==> src/rtl/pixel_stats_pkg.sv <==
// Shared constants and types for the per-frame pixel statistics block.
//   NUM_PIXELS/DATA_W/IDX_W/SUM_W/WSUM_W : default frame geometry and widths
//   state_e    : frame FSM encoding (IDLE, ACCUM, DONE)
//   ch_stats_t : one channel's peak index/value, intensity sum and weighted sum
package pixel_stats_pkg;

  localparam int NUM_PIXELS = 128;
  localparam int DATA_W     = 12;
  localparam int IDX_W      = 7;
  localparam int SUM_W      = 19;
  localparam int WSUM_W     = 26;

  typedef enum logic [1:0] {
    IDLE  = 2'd0,
    ACCUM = 2'd1,
    DONE  = 2'd2
  } state_e;

  typedef struct packed {
    logic [IDX_W-1:0]  peak_idx;
    logic [DATA_W-1:0] peak_val;
    logic [SUM_W-1:0]  sum;
    logic [WSUM_W-1:0] wsum;
  } ch_stats_t;

endpackage

==> src/rtl/pixel_frame_stats_if.sv <==
// Sample-in / result-out bus of pixel_frame_stats.
//   Sample side : frame_start, sample_valid, data1, data2, threshold
//   Result side : result_valid/result_ready handshake, per-channel peak,
//                 sums, plus overrun and frame_error event pulses
// Handshake: a result transfers on any cycle where result_valid && result_ready
// are both high at the rising edge; while result_valid=1 and result_ready=0 the
// result fields hold still (unless a newer frame overwrites them, flagged by
// overrun). The producer never waits on ready before raising valid.
// master = sample source / result consumer, slave = the statistics block.
interface pixel_frame_stats_if;
  import pixel_stats_pkg::*;

  logic              frame_start;
  logic              sample_valid;
  logic [DATA_W-1:0] data1;
  logic [DATA_W-1:0] data2;
  logic [DATA_W-1:0] threshold;
  logic              result_ready;
  logic              result_valid;
  logic [IDX_W-1:0]  peak_idx1;
  logic [IDX_W-1:0]  peak_idx2;
  logic [DATA_W-1:0] peak_val1;
  logic [DATA_W-1:0] peak_val2;
  logic [SUM_W-1:0]  sum1;
  logic [SUM_W-1:0]  sum2;
  logic [WSUM_W-1:0] wsum1;
  logic [WSUM_W-1:0] wsum2;
  logic              overrun;
  logic              frame_error;

  modport master (
    output frame_start, sample_valid, data1, data2, threshold, result_ready,
    input  result_valid, peak_idx1, peak_idx2, peak_val1, peak_val2,
           sum1, sum2, wsum1, wsum2, overrun, frame_error
  );

  modport slave (
    input  frame_start, sample_valid, data1, data2, threshold, result_ready,
    output result_valid, peak_idx1, peak_idx2, peak_val1, peak_val2,
           sum1, sum2, wsum1, wsum2, overrun, frame_error
  );

endinterface

==> src/rtl/pixel_channel_stats.sv <==
// One channel's running statistics: peak compare, threshold subtract and
// sum / index-weighted-sum accumulation.
//   clk_i, rst_i  : clock, synchronous active-high reset
//   clr_i         : start a fresh frame (accumulators treated as zero this cycle)
//   en_i          : accept x_i as pixel idx_i this cycle
//   idx_i, x_i    : pixel index and sample
//   thr_i         : background level in force for this frame
//   stats_d_o     : next-state statistics, including this cycle's sample
module pixel_channel_stats
  import pixel_stats_pkg::*;
(
  input  logic              clk_i,
  input  logic              rst_i,
  input  logic              clr_i,
  input  logic              en_i,
  input  logic [IDX_W-1:0]  idx_i,
  input  logic [DATA_W-1:0] x_i,
  input  logic [DATA_W-1:0] thr_i,
  output ch_stats_t         stats_d_o
);

  ch_stats_t         stats_q, stats_d;
  logic [DATA_W-1:0] diff;

  always_comb begin
    diff    = x_i - thr_i;
    // A clear in the same cycle as a sample makes that sample pixel 0 of the
    // new frame, so accumulate on top of zero rather than the old totals.
    stats_d = clr_i ? '0 : stats_q;
    if (en_i) begin
      // Strict compare keeps the lowest index on ties.
      if (x_i > stats_d.peak_val) begin
        stats_d.peak_val = x_i;
        stats_d.peak_idx = idx_i;
      end
      if (x_i > thr_i) begin
        stats_d.sum  = stats_d.sum + SUM_W'(diff);
        stats_d.wsum = stats_d.wsum + WSUM_W'(idx_i) * WSUM_W'(diff);
      end
    end
  end

  always_ff @(posedge clk_i) begin
    if (rst_i) stats_q <= '0;
    else       stats_q <= stats_d;
  end

  assign stats_d_o = stats_d;

endmodule

==> src/rtl/pixel_frame_stats.sv <==
// Per-frame, per-channel pixel statistics (peak, above-threshold sum and
// index-weighted sum) for a linear-array readout, with a one-deep result
// register behind a valid/ready handshake.
//   fpga_clk, reset : clock, synchronous active-high reset
//   bus (slave)     : sample input, result output, overrun/frame_error pulses
//   dbg_state_o     : current frame FSM state
module pixel_frame_stats
  import pixel_stats_pkg::*;
(
  input  logic                      fpga_clk,
  input  logic                      reset,
  pixel_frame_stats_if.slave        bus,
  output state_e                    dbg_state_o
);

  state_e            state_q, state_d;
  logic [IDX_W-1:0]  cnt_q, cnt_d;
  logic [DATA_W-1:0] thr_q, thr_d;
  logic              ferr_q, ferr_d;
  logic              valid_q, valid_d;
  logic              ovr_q, ovr_d;
  ch_stats_t         res1_q, res1_d, res2_q, res2_d;
  ch_stats_t         nxt1, nxt2;

  logic              accept, complete;
  logic [IDX_W-1:0]  idx_cur;
  logic [DATA_W-1:0] thr_cur;

  // frame_start wins over everything: the coincident sample (if any) is pixel 0
  // and is judged against the threshold being latched in this very cycle.
  assign accept   = bus.sample_valid && (bus.frame_start || state_q == ACCUM);
  assign idx_cur  = bus.frame_start ? '0 : cnt_q;
  assign thr_cur  = bus.frame_start ? bus.threshold : thr_q;
  assign complete = accept && (idx_cur == IDX_W'(NUM_PIXELS - 1));

  pixel_channel_stats u_ch1 (
    .clk_i(fpga_clk), .rst_i(reset), .clr_i(bus.frame_start), .en_i(accept),
    .idx_i(idx_cur), .x_i(bus.data1), .thr_i(thr_cur), .stats_d_o(nxt1)
  );

  pixel_channel_stats u_ch2 (
    .clk_i(fpga_clk), .rst_i(reset), .clr_i(bus.frame_start), .en_i(accept),
    .idx_i(idx_cur), .x_i(bus.data2), .thr_i(thr_cur), .stats_d_o(nxt2)
  );

  // Frame FSM and pixel counter.
  always_comb begin
    state_d = state_q;
    cnt_d   = cnt_q;
    thr_d   = thr_q;
    ferr_d  = 1'b0;
    if (bus.frame_start) begin
      state_d = ACCUM;
      thr_d   = bus.threshold;
      cnt_d   = bus.sample_valid ? IDX_W'(1) : '0;
      // Restarting an untouched frame is harmless; abandoning one is not.
      ferr_d  = (state_q == ACCUM) && (cnt_q != '0);
    end else begin
      case (state_q)
        ACCUM:   if (accept) cnt_d = cnt_q + IDX_W'(1);
        IDLE:    ;
        DONE:    ;
        default: state_d = IDLE;
      endcase
    end
    if (complete) begin
      state_d = DONE;
      cnt_d   = '0;
    end
  end

  // Result register: the completing sample's next-state totals load directly,
  // so results appear on the edge that accepts the last pixel.
  always_comb begin
    valid_d = valid_q;
    ovr_d   = 1'b0;
    res1_d  = res1_q;
    res2_d  = res2_q;
    if (valid_q && bus.result_ready) valid_d = 1'b0;
    if (complete) begin
      valid_d = 1'b1;
      ovr_d   = valid_q && !bus.result_ready;
      res1_d  = nxt1;
      res2_d  = nxt2;
    end
  end

  always_ff @(posedge fpga_clk) begin
    if (reset) begin
      state_q <= IDLE;
      cnt_q   <= '0;
      thr_q   <= '0;
      ferr_q  <= 1'b0;
      valid_q <= 1'b0;
      ovr_q   <= 1'b0;
      res1_q  <= '0;
      res2_q  <= '0;
    end else begin
      state_q <= state_d;
      cnt_q   <= cnt_d;
      thr_q   <= thr_d;
      ferr_q  <= ferr_d;
      valid_q <= valid_d;
      ovr_q   <= ovr_d;
      res1_q  <= res1_d;
      res2_q  <= res2_d;
    end
  end

  assign bus.result_valid = valid_q;
  assign bus.peak_idx1    = res1_q.peak_idx;
  assign bus.peak_val1    = res1_q.peak_val;
  assign bus.sum1         = res1_q.sum;
  assign bus.wsum1        = res1_q.wsum;
  assign bus.peak_idx2    = res2_q.peak_idx;
  assign bus.peak_val2    = res2_q.peak_val;
  assign bus.sum2         = res2_q.sum;
  assign bus.wsum2        = res2_q.wsum;
  assign bus.overrun      = ovr_q;
  assign bus.frame_error  = ferr_q;
  assign dbg_state_o      = state_q;

endmodule

==> src/flat_wrapper.sv <==
// flat-port wrapper written by rule: the top's interface ports become plain ports
module pixel_frame_stats_flat import pixel_stats_pkg::*;
  (fpga_clk, reset, dbg_state_o, bus_frame_start, bus_sample_valid, bus_data1, bus_data2, bus_threshold, bus_result_ready, bus_result_valid, bus_peak_idx1, bus_peak_idx2, bus_peak_val1, bus_peak_val2, bus_sum1, bus_sum2, bus_wsum1, bus_wsum2, bus_overrun, bus_frame_error);
  pixel_frame_stats_if bus_i ();
  input  logic fpga_clk;
  input  logic reset;
  output state_e dbg_state_o;
  input wire logic [$bits(bus_i.frame_start)-1:0] bus_frame_start;
  input wire logic [$bits(bus_i.sample_valid)-1:0] bus_sample_valid;
  input wire logic [$bits(bus_i.data1)-1:0] bus_data1;
  input wire logic [$bits(bus_i.data2)-1:0] bus_data2;
  input wire logic [$bits(bus_i.threshold)-1:0] bus_threshold;
  input wire logic [$bits(bus_i.result_ready)-1:0] bus_result_ready;
  output wire logic [$bits(bus_i.result_valid)-1:0] bus_result_valid;
  output wire logic [$bits(bus_i.peak_idx1)-1:0] bus_peak_idx1;
  output wire logic [$bits(bus_i.peak_idx2)-1:0] bus_peak_idx2;
  output wire logic [$bits(bus_i.peak_val1)-1:0] bus_peak_val1;
  output wire logic [$bits(bus_i.peak_val2)-1:0] bus_peak_val2;
  output wire logic [$bits(bus_i.sum1)-1:0] bus_sum1;
  output wire logic [$bits(bus_i.sum2)-1:0] bus_sum2;
  output wire logic [$bits(bus_i.wsum1)-1:0] bus_wsum1;
  output wire logic [$bits(bus_i.wsum2)-1:0] bus_wsum2;
  output wire logic [$bits(bus_i.overrun)-1:0] bus_overrun;
  output wire logic [$bits(bus_i.frame_error)-1:0] bus_frame_error;
  assign bus_i.frame_start = bus_frame_start;
  assign bus_i.sample_valid = bus_sample_valid;
  assign bus_i.data1 = bus_data1;
  assign bus_i.data2 = bus_data2;
  assign bus_i.threshold = bus_threshold;
  assign bus_i.result_ready = bus_result_ready;
  assign bus_result_valid = bus_i.result_valid;
  assign bus_peak_idx1 = bus_i.peak_idx1;
  assign bus_peak_idx2 = bus_i.peak_idx2;
  assign bus_peak_val1 = bus_i.peak_val1;
  assign bus_peak_val2 = bus_i.peak_val2;
  assign bus_sum1 = bus_i.sum1;
  assign bus_sum2 = bus_i.sum2;
  assign bus_wsum1 = bus_i.wsum1;
  assign bus_wsum2 = bus_i.wsum2;
  assign bus_overrun = bus_i.overrun;
  assign bus_frame_error = bus_i.frame_error;
  pixel_frame_stats u_core (.fpga_clk(fpga_clk), .reset(reset), .bus(bus_i), .dbg_state_o(dbg_state_o));
endmodule
==> config.mk <==
export PLATFORM = sky130hd
export DESIGN_NAME = pixel_frame_stats_flat
export DESIGN_NICKNAME = d
export VERILOG_FILES = /design/src/rtl/pixel_stats_pkg.sv /design/src/rtl/pixel_frame_stats_if.sv /design/src/rtl/pixel_channel_stats.sv /design/src/rtl/pixel_frame_stats.sv /design/src/flat_wrapper.sv
export SDC_FILE = /design/constraint.sdc
export NUM_CORES = 1
export LEC_CHECK = 0
export BUFFER_PORTS_ARGS = -buffer_cell sky130_fd_sc_hd__buf_2
export CAP_MARGIN = 10
export CORE_ASPECT_RATIO = 0.75
export CORE_MARGIN = 2
export CORE_UTILIZATION = 55
export DETAILED_ROUTE_END_ITERATION = 8
export HOLD_SLACK_MARGIN = 0.08
export PLACE_DENSITY = 0.75
export SYNTH_ARGS = -nofsm -noshare
export SYNTH_HDL_FRONTEND = slang
export SYNTH_SLANG_ARGS = --single-unit
==> constraint.sdc <==
create_clock -name fpga_clk -period 10.1 [get_ports fpga_clk]
set_input_delay 2.02 -clock fpga_clk [delete_from_list [all_inputs] [get_ports fpga_clk]]
set_output_delay 2.02 -clock fpga_clk [all_outputs]
set_load 0.03 [all_outputs]
# Yosys cells after proc, flatten, opt, wreduce, memory -nomap -nowiden
# Cells that the tools add are included.
# W data, S select, Z words.
[totals]
elab_cells = 79
regBits = 280
out_inout_bits = 133
in_bits = 41
[op_classes]
n_mul = 2
order_cmp = 4
bitwise = 2
n_reduce_logical = 17
mux = 19
add_sub_neg = 7
n_eq_ne = 5
[op_table]
columns = ["operator", "n"]
rows = [
  ["$mux W64", 4],
  ["$mux W45", 2],
  ["$add A26 B19 Y26", 2],
  ["$gt A12 B12 Y1", 4],
  ["$add A19 B12 Y19", 2],
  ["$mul A7 B12 Y19", 2],
  ["$mux W19", 2],
  ["$mux W7", 4],
  ["$sub A12 B12 Y12", 2],
  ["$mux W12", 1],
  ["$add A7 B1 Y7 const B", 1],
  ["$eq A7 B7 Y1 const B", 1],
  ["$reduce_bool A7 Y1", 1],
  ["$mux W2", 3],
  ["$reduce_bool A2 Y1", 3],
  ["$reduce_or A2 Y1", 3],
  ["$logic_and A1 B1 Y1", 5],
  ["$mux W1", 3],
  ["$ne A3 B1 Y1 const B", 1],
  ["$reduce_or A3 Y1", 1],
  ["$eq A2 B1 Y1 const B", 1],
  ["$eq A2 B2 Y1 const B", 1],
  ["$logic_not A2 Y1", 1],
  ["$ne A2 B1 Y1 const B", 1],
  ["4 further kinds", 5],
]

# Longest topological paths before layout
[depth]
depth_word = 6
depth_mapped = 30
mapped_depth_nobuf = 25

# Cells and area by module
# From an unflattened synthesis, not the netlist that was laid out.
[hier_totals]
cells_unflattened = 2252
area_unflattened_um2 = 20677.3
[modules_own_cells]
columns = ["module", "area_each_um2", "n_inst", "seq_area_each_um2", "cells_per_inst"]
rows = [
  ["pixel_channel_stats (u_core.u_ch2)", 7946.4, 1, 1281.2, 950],
  ["pixel_channel_stats (u_core.u_ch1)", 7776.2, 1, 1281.2, 905],
  ["pixel_frame_stats", 4954.8, 1, 3042.9, 397],
]

# Worst setup path after synthesis
# Ideal clock, no wire load.
[synth_timing]
path_type = "input -> register"
startpoint = "in bus_frame_start"
endpoint = "reg u_core.res1_q, in the netlist u_core.bus.wsum1[21]"
t_required_ns = 9.983
arrival_time_ns = 9.162
setup_slack_ns = 0.821
stages = 27
path_buffers = 4
setup_ns = 0.117
cell_sequence = "clkbuf_1 buf_1 buf_2 buf_2 mux2i_1 ha_1 nand3b_1 a21boi_1 o21ai_0 or3b_1 a21oi_1 xor2_1 nor2_1 fa_1 fa_1 fa_1 inv_1 fa_1 inv_1 ha_1 and3_1 a22o_1 a311o_1 a32o_1 a31oi_4 mux2i_1 nand2_1"
[synth_via]
elab_chain_cells = 6
elab_cells_between_ends = 13
classes_between = "add/sub (2); mul (1); order compare (1); eq/ne (1); mux (5); reduce/logical (3)"
[synth_lines]
columns = ["item", "line", "source"]
rows = [
  ["start: declaration", "flat_wrapper.sv:8", "input wire logic [$bits(bus_i.frame_start)-1:0] bus_frame_start;"],
  ["$mux W12", "pixel_frame_stats.sv:33", "assign thr_cur = bus.frame_start ? bus.threshold : thr_q;"],
  ["$sub A12 B12 Y12", "pixel_channel_stats.sv:26", "diff = x_i - thr_i;"],
  ["$mul A7 B12 Y19", "pixel_channel_stats.sv:38", "stats_d.wsum = stats_d.wsum + WSUM_W'(idx_i) * WSUM_W'(diff);"],
  ["$add A26 B19 Y26", "pixel_channel_stats.sv:38", ""],
  ["$mux W45", "pixel_channel_stats.sv:36", "if (x_i > thr_i) begin"],
  ["$mux W64", "pixel_channel_stats.sv:30", "if (en_i) begin"],
  ["end signal: assignment", "pixel_frame_stats.sv:105", "res1_q <= res1_d;"],
  ["end: declaration", "pixel_frame_stats.sv:22", "ch_stats_t res1_q, res1_d, res2_q, res2_d;"],
]
# Parallel ways exist; a longest one is shown, timed or not.
# A chain may end at the register's enable or synchronous reset.

# Worst setup path after layout
[layout_timing]
startpoint = "in bus_frame_start"
endpoint = "reg u_core.res1_q, in the netlist u_core.bus.wsum1[23]"
# The elaborated chain is that of the path after synthesis.

==> flow_summary.toml <==
[die]
dieArea_mm2 = 0.03816
num_rows = 60
die_w_um = 224.9
num_io_pins = 174
initial_utilization_pct = 55.97
die-height_um = 169.7
core_mm2 = 0.03596

[placed_design]
place_congestion = 0.9760
numPortBuffers = 173
hpwl_um = 42180

[sta]
finalSetupTns_ns = 0
fin_crit_sh_pct = 87.49
setup_violations = 0
timing.hold.ws_ns = 0.4619
hold_violations = 0
worst_slew_pin_slew_ns = 1.097
fmax_mhz = 113.2
relSlewSlack_pct = 26.19
slew_violations = 0
fin_crit_ns = 8.836
rsz0062_at_grt = "no"
skew_ns = 0.01942

[global_routing]
grtUsageTotal_pct = 29.36
grt_first_pass_wirelength_um = 89310
antenna_found_initial = 1
grt-ovfl-total = 0
grt_max_degree = 125
grt_pass1_vias = 16630

[synth]
synth_fp_nets = 2734
synth_top_area_cell = "dfxtp_1"
yosys-top-cells-count = "nor2_1, dfxtp_1, inv_1"
ys_ff_latch = 280
synth_top_area_share_pct = 27.85
netlist_instances = 2391
ys_seq_area_share_pct = 27.85
ys.flop_type = "dfxtp_1"
synth_edf_count = 0
synthDistinctLibCells = 84
yosysMostFrequentCell = "nor2_1"
syn_area_per_cell_um2 = 8.418
synth_area_leaders = "dfxtp_1, fa_1, ha_1"
syn_area_mm2 = 0.02013
ys_warn_count = 0
async_flop_share_pct = 0

[drt]
antenna_left = 0
routedWlPerCell_um = 18.47
drt_first_pass_iters = 6
via_per_inst = 5.820
drc = 0
drt_iter0_drc = 1724
wirelength_um = 55260
via_count = 17410

[power]
p_sw_share_pct = 29.54
clkPwrFrac_pct = 41.5
internal_power_uw = 2004
power.share.combinational_pct = 18.9
power_density_mw_per_mm2 = 127.1
ir_drop_mv = 0.1473
seq_power_share_pct = 39.7
p_sw_uw = 840.1
p_leak_uw = 0.01058

[worst_setup_path]
critPathLaunchType = "input port"
path_buf_inv = 3
r2r_setup_slack_ns = 2.86
critPathRequiredTime_ns = 10.51
cp.arrival_ns = 9.25
cpMostUsedCell = "fa_1"
crit_chain = "buf_4 > mux2i_1 > ha_1 > a21oi_1 > a21boi_1 > o21ai_0 > or3b_1 > a21oi_1 > xor2_1 > nor2_1 > fa_1 > fa_1 > fa_1 > inv_1 > fa_1 > inv_1 > ha_1 > and3_1 > a22o_1 > a311o_1 > a32o_1 > a31oi_4 > or3_1 > a31oi_1"
endpoint_kind = "flip-flop"
crit_type = "input port to flip-flop"
slowest_stage = "xor2_1"
cpPeakStageDelay_ns = 0.58
cp_max_fo = 24
crit_family = "adder cells"

[clock_network]
h-tree-depth = 1
tritoncts = "yes"
ctsResizeCount = 0
clkTransAtPathRegs_ns = 0.07
clock-sinks = 280
clk_latency_ns = 0.58
postCtsSetupRepairBufs = 0
clock-root-buffer = "clkbuf_16"
cts_buffers = 28
postCtsHoldBufs = 0
clockBufferDepth = 3

[finish]
drive_gt1_share_pct = 12.11
fillers = 3092
regArea_mm2 = 0.005605
final_core_util_pct = 62.22
syn_to_final_growth_pct = 11.16
nets = 2850
multi_input_area_mm2 = 0.01316

[hold_path]
hp-class = "flip-flop to flip-flop"

[outcome]
status = "finished clean"

[flow_run]
maxCapViolCount = 0
## metrics by stage
stage	power (uW)	worst slack [ns]	area [um2]	cells
finish	2844	1.264	22380	2992
detailed placement	1674	0.8061	21350	2942
CTS	2849	1.386	22370	2991
global placement	1662	0.9699	21350	2942
global route	2956	0.8371	22370	2991
floorplan	1516	0.8208	20130	2391
## routing by layer
metal	GRT usage, %	vias to the layer above	wire, um
met3	5.800	88	4779
met1	44.50	8300	26610
met5	0	-	0
met4	7.400	0	1333
met2	42.51	732	22540
li1	-	8292	-
## state kept, by name, summed over array words and instances, names as in the netlist, 2 cells and up
name                  count
u_core.u_ch1.stats_q     64
u_core.u_ch2.stats_q     64
u_core.bus.wsum1         26
u_core.bus.wsum2         26
u_core.bus.sum1          19
u_core.bus.sum2          19
u_core.bus.peak_val1     12
u_core.bus.peak_val2     12
u_core.thr_q             12
u_core.bus.peak_idx1      7
u_core.bus.peak_idx2      7
u_core.cnt_q              7
u_core.dbg_state_o        2
## area by class of cell
type / instances / share of cell area, %
diodes: 1 / 0.01118
clock buffers: 36 / 3.540
clock inverters: 13 / 1.040
inverters: 231 / 3.875
multi-input cells: 1758 / 58.80
flip-flops and latches: 280 / 25.05
well taps: 465 / 2.600
repair buffers: 208 / 5.083
## power groups by stage
stage                     Sequential, uW  Clock (uW)  Combinational, uW
final                               1130        1180                536
after global routing                1130        1240                586
after CTS                           1130        1200                525
after detailed placement            1150           0                521
after global placement              1150           0                510
after floorplan                     1150           0                366
## path summary, 6_finish.rpt
kind	from	cells after the start	to
worst max register to register	u_core.thr_q[0]	25	u_core.u_ch2.stats_q[25]
worst min register to register	u_core.bus.sum2[7]	2	u_core.bus.sum2[7]
worst min-delay path	u_core.bus.sum2[7]	2	u_core.bus.sum2[7]
worst max-delay path	bus_frame_start	24	u_core.bus.wsum1[23]
## cell families after synthesis
kind of cell               count (synthesis)  synth area share (%)
and+or+nand+nor                          799                 18.05
AOI/OAI and AO/OA                        498                 15.85
buffers and inverters                    353                 6.844
adders and majority gates                302                 23.85
DFF                                      280                 27.85
muxes                                     82                 4.221
xor gates and xnor gates                  77                 3.351
## tightest hold or removal path, cell delays in order (launching register included)
cell     delay (ns)
dfxtp_1        0.31
nand2_1        0.05
a21oi_1        0.06
## cell usage in the layout (no fill, tap or decap), types with 16 or more instances in the layout
master and n:
nor2_1 420, dfxtp_1 280, inv_1 229, buf_2 171, ha_1 166, a21oi_1 140, fa_1 136, nand2_1 128
o21ai_0 101, a211oi_1 75, nor2b_1 73, mux2i_1 59, xor2_1 39, xnor2_1 38, nand3_1 36, buf_4 36
a21o_1 33, clkbuf_16 29, nor3_1 25, a31oi_1 24, mux2_2 23, nand4_1 20, o21a_1 18, o21ai_1 16
or3_1 16
Power figures use the tool's default switching activity.
